`src/rtl/hilo_unit.sv`:
```
// HI/LO sequencing stage for the MULT32 multiplier: latches operands, waits a fixed
// settle interval, captures HI/LO, and services direct HI/LO writes and stalled reads.
module hilo_unit #(
  parameter int unsigned LATENCY = 4
) (
  input  logic        CLK,
  input  logic        RST,
  input  logic        START,
  input  logic [31:0] OP_A,
  input  logic [31:0] OP_B,
  output logic        BUSY,
  output logic        DONE,
  output logic [31:0] MUL_A,
  output logic [31:0] MUL_B,
  input  logic [31:0] MUL_HI,
  input  logic [31:0] MUL_LO,
  input  logic        WR_HI,
  input  logic        WR_LO,
  input  logic [31:0] WR_DATA,
  input  logic        RD_REQ,
  input  logic        RD_SEL,
  output logic [31:0] RD_DATA,
  output logic        STALL
);

  typedef enum logic {IDLE, RUN} state_t;

  localparam logic [3:0] CNT_INIT = 4'(LATENCY - 1);

  state_t      state;
  logic [3:0]  cnt;
  logic [31:0] hi_reg;
  logic [31:0] lo_reg;
  logic [31:0] opa_reg;
  logic [31:0] opb_reg;
  logic        busy_reg;
  logic        done_reg;

  always_ff @(posedge CLK) begin
    if (RST) begin
      state    <= IDLE;
      cnt      <= '0;
      hi_reg   <= '0;
      lo_reg   <= '0;
      opa_reg  <= '0;
      opb_reg  <= '0;
      busy_reg <= 1'b0;
      done_reg <= 1'b0;
    end else begin
      done_reg <= 1'b0;
      case (state)
        IDLE: begin
          // Direct writes only land while idle; a write alongside START still
          // takes effect and is later overwritten by the capture.
          if (WR_HI) hi_reg <= WR_DATA;
          if (WR_LO) lo_reg <= WR_DATA;
          if (START) begin
            opa_reg  <= OP_A;
            opb_reg  <= OP_B;
            cnt      <= CNT_INIT;
            busy_reg <= 1'b1;
            state    <= RUN;
          end
        end
        RUN: begin
          if (cnt != '0) begin
            cnt <= cnt - 4'd1;
          end else begin
            hi_reg   <= MUL_HI;
            lo_reg   <= MUL_LO;
            done_reg <= 1'b1;
            busy_reg <= 1'b0;
            state    <= IDLE;
          end
        end
        default: state <= IDLE;
      endcase
    end
  end

  assign BUSY    = busy_reg;
  assign DONE    = done_reg;
  assign MUL_A   = opa_reg;
  assign MUL_B   = opb_reg;
  assign RD_DATA = RD_SEL ? hi_reg : lo_reg;
  assign STALL   = RD_REQ & busy_reg;

endmodule
```
`config.mk`:
```
export PLATFORM = sky130hd
export DESIGN_NAME = hilo_unit
export DESIGN_NICKNAME = d
export VERILOG_FILES = /design/src/rtl/hilo_unit.sv
export SDC_FILE = /design/constraint.sdc
export NUM_CORES = 1
export LEC_CHECK = 0
export BUFFER_PORTS_ARGS = -buffer_cell sky130_fd_sc_hd__buf_2
export CORE_ASPECT_RATIO = 1.4
export CORE_UTILIZATION = 48
export CTS_CLUSTER_SIZE = 20
export DETAILED_ROUTE_END_ITERATION = 10
export GPL_TIMING_DRIVEN = 0
export PLACE_DENSITY = 0.87
export SYNTH_ARGS = -nofsm -noshare
export SYNTH_HDL_FRONTEND = slang
export SYNTH_SLANG_ARGS = --single-unit
```
`constraint.sdc`:
```
create_clock -name CLK -period 2 [get_ports CLK]
set_input_delay 0.1 -clock CLK [delete_from_list [all_inputs] [get_ports CLK]]
set_output_delay 0.1 -clock CLK [all_outputs]
set_load 0.005 [all_outputs]
```
======== Word-level counts from Yosys, hierarchy flattened ========
Index checks and enable logic that the tools add are counted.
word-level totals
  input port bits ......................... 167
  register bits after elaboration ......... 135
cells by class
  bitwise logic cells ..................... 2
  mux-type cells .......................... 17
  reductions and logical operators ........ 7
  add/subtract/negate cells ............... 1
  eq/ne operators ......................... 5
operator list
  cell                   number
  $mux W32               5
  $pmux W32 S2           2
  $reduce_and A2 Y1      5
  $mux W4                2
  $ne A2 B2 Y1 const B   4
  $pmux W4 S2            1
  $mux W1                5
  $pmux W1 S2            2
  $reduce_bool A4 Y1     1
  $sub A4 B1 Y4 const B  1
  $ne A2 B1 Y1 const B   1
  $reduce_or A2 Y1       1
  $and A1 B1 Y1          1
  $not A1 Y1             1

======== Logic depth before layout (Yosys ltp) ========
  depth after elaboration ................. 3
  gate-level depth with buffers ........... 7

======== Worst setup path after synthesis ========
Ideal clock, no wire load.
  path kind ............................... reg-to-reg
  from .................................... register cnt[0]
  to ...................................... register hi_reg[14]
  setup slack ............................. 0.424 ns
  library setup time ...................... 0.146 ns
  stages on the path, launching flop included .. 8
  clock period less this slack ............ 1.576 ns
  data arrival time ....................... 1.430 ns
  cell sequence ........................... dfxtp_1 -> inv_1 -> ha_1 -> and4bb_1 -> buf_2 -> buf_2 -> nor3_1 -> a211oi_2
between the ends
  longest elaborated chain between the ends .. 3
RTL lines
  element                      RTL line  RTL
  start, declared              31        logic [3:0] cnt;
  start signal, assigned       67        cnt <= cnt - 4'd1;
  $reduce_bool A4 Y1           66        if (cnt != '0) begin
  $ne A2 B2 Y1 (no line)       --
  $reduce_and A2 Y1 (no line)  --
  end signal, assigned         43        hi_reg <= '0;
  end signal, assigned         55        if (WR_HI) hi_reg <= WR_DATA;
  end signal, assigned         69        hi_reg <= MUL_HI;
  end, declared                32        logic [31:0] hi_reg;
Every way passes these cells.
A chain may end at the register's enable or synchronous reset.

======== Worst setup path in the final report ========
  from .................................... register cnt[0]
  to ...................................... register lo_reg[17]
between the ends
  longest elaborated chain between the ends .. 3
RTL lines
  element                      RTL line  RTL
  $reduce_bool A4 Y1           66
  $ne A2 B2 Y1 (no line)       --
  $reduce_and A2 Y1 (no line)  --
  end signal, assigned         44        lo_reg <= '0;
  end signal, assigned         56        if (WR_LO) lo_reg <= WR_DATA;
  end signal, assigned         70        lo_reg <= MUL_LO;
  end, declared                33        logic [31:0] lo_reg;
Every way passes these cells.

==> results.toml <==
[critical_path]
cp_slowest_stage_delay_ns = 0.40
startpoint_type = "register"
path_cells = "inv_1, ha_1, and4bb_1, buf_2, buf_2, nor3_1, a211oi_2"
crit_top_cell = "buf_2"
cp.required_ns = 2.27
cpMaxStageDelayCell = "dfxtp_1"
cp-end-kind = "register"
crit_arrival_ns = 2.16
crit_type = "reg2reg"
crit_fanout = 10

[synthesis]
synth_most_common_cell = "dfxtp_1"
synth_ff_type = "dfxtp_1"
yosys-top-cells-count = "dfxtp_1 (135), nand2_1 (128), a21oi_1 (69)"
syn_area_sq_um = 6160
synth_edf_count = 0
synthArstFlopShare = 0
synth_cell_types = 31
yosys.area.top_type = "dfxtp_1"
synth_top_area_share = 0.439
synth_seq_cells = 135
ys_warn_count = 0
syn-num-nets = 817
yosys-top-cells-area = "dfxtp_1 (44%), a211oi_2 (12%), mux2i_1 (10%), nand2_1 (7.8%), a21oi_1 (5.6%)"
syn_area_per_cell_sq_um = 9.50
synthCells = 648
synth_seq_area_share = 0.439

[placed_design]
place_ws_ns = 0.156
gp_congestion = 0.782
dp_cells = 1061
dp_hpwl_mm = 13.5
io_buffers = 263

[cells_and_area]
area_growth_pct = 44.7
drive_gt1_frac = 0.409
layout.nets = 1163
finalNonFillerCells = 1156
antennaDiodeCount = 0

[timing]
rsz0062_at_grt = "no"
finalSetupTns_ns = 0
setup_violations = 0
hold_viol_final = 0
fin_skew_ns = 0.0123
tightest_slew_ns = 0.748
fmax_mhz = 529
final-max-slew-violation-count = 0
min_period_over_period = 0.945
min_period_ns = 1.89
slew_headroom = 0.501
setup_ws_ns = 0.109
holdWs_ns = 0.0431

[detailed_routing]
firstDrtPassIters = 10
viasPerCell = 5.62
drt_iter0_drc = 317
wirelength_mm = 21.4
drc_errors = 28
num_vias = 6498
wire_per_inst_um = 18.5
ant_nets = 0

[cts]
clock-root-buffer = "clkbuf_16"
ctsHtreeMaxLevel = 4
cts_buffer_depth = 2
clk_pin_slew_worst_paths_ns = 0.06
cts_hold_buf = 64
postCtsSetupBuffers = 0
cts_num_sinks = 135
clock_latency_ns = 0.42
cts_tree = "yes"
cts_buffers = 17
ctsResizeCount = 0

[grt]
grt_pass1_vias = 6770
grt_max_degree = 17
grt-ovfl-total = 0
antenna_found_initial = 1
track_usage = 0.318
grt_pass1_wl_mm = 33.1

[floorplan]
num_rows = 48
start_util = 0.495
fp.coreArea_sq_um = 12400
die_h_um = 136
io-pin-count = 266
dieArea_sq_um = 13300
die_w_um = 97.7

[pwr]
total_power_mw = 8.12
ir_drop_mv = 0.571
power_density_nw_per_um2 = 911
p_leak_nw = 3.99

[outcome]
violations = "DRC"
status = "finished, violations left"

[hold_path]
holdCritPathClass = "in2reg"

[run]
maxCapViolations = 0
==> path summary, 6_finish.rpt <==
kind         cells after the start                      end                   start  slack (ns)
min reg2reg                      2   MUL_B[10]$_SDFFE_PP0P_  MUL_B[10]$_SDFFE_PP0P_        0.45
min                              3         state$_SDFF_PP0_                   START        0.04
max                              7  lo_reg[17]$_SDFFE_PP0P_     cnt[0]$_SDFFE_PP0P_        0.11
max reg2reg                      7  lo_reg[17]$_SDFFE_PP0P_     cnt[0]$_SDFFE_PP0P_        0.11
==> placed cells by master, fill, tap and decap left out, drive strengths merged <==
cell and count:
a211oi 64, a21oi 69, a311oi 2, and2 1, and4bb 1, buf 297, bufinv 2, clkbuf 53
clkinvlp 2, dfxtp 135, dlygate4sd3 64, ha 2, inv 6, mux2 32, mux2i 64, nand2 128
nand2b 1, nand3 1, nand4b 1, nand4bb 1, nor2 3, nor2b 4, nor3 65, nor4 1
o21ai 2, o31a 1, or2 3, or3b 1
==> worst max-delay path: cells and delay by family (launching register included) <==
| kind | cells | cell delay [ns] |
|---|---|---|
| fa+ha+maj | 1 | 0.23 |
| compound gates | 1 | 0.07 |
| flops | 1 | 0.40 |
| simple gates | 2 | 0.53 |
| buf+inv | 3 | 0.52 |
==> final cells by class <==
| class | instances | area [sq um] |
|---|---|---|
| clock inverter | 8 | 110 |
| buffer | 64 | 334 |
| fill | 904 | 3520 |
| inverter | 2 | 7.51 |
| timing repair buffer | 327 | 1960 |
| sequential | 135 | 2700 |
| clock buffer | 23 | 498 |
| tap | 150 | 188 |
| multi-input combinational | 447 | 3110 |
==> where the power goes <==
| part | internal [mW] | total [mW] | switching (mW) |
|---|---|---|---|
| Combinational | 0.838 | 1.78 | 0.941 |
| Clock | 2.01 | 3.24 | 1.22 |
| Sequential | 2.95 | 3.11 | 0.151 |
| Total | 5.81 | 8.12 | 2.32 |
==> routing by layer <==
layer / routed length [um] / share of wire / up-vias / global-route usage
li1: - / - / 2984 / -
met1: 7630 / 0.36 / 3049 / 0.308
met2: 10900 / 0.51 / 357 / 0.583
met3: 1550 / 0.072 / 106 / 0.0910
met4: 1270 / 0.059 / 2 / 0.221
met5: 13 / 0.00061 / - / 0
==> stage by stage <==
stage / utilization / instance area, sq um
floorplan: - / 6160
global placement: 0.616 / 7660
detailed placement: 0.616 / 7660
CTS: 0.717 / 8910
global route: 0.717 / 8910
finish: 0.717 / 8910
==> cells by family after synthesis <==
logic type / after synthesis / synth area share
and+or+nand+nor: 211 / 0.150
AOI/OAI and AO/OA: 138 / 0.189
DFF: 135 / 0.439
muxes: 96 / 0.163
buffers and inverters: 66 / 0.0555
adders and majority gates: 2 / 0.00406
Power figures use the tool's default switching activity.
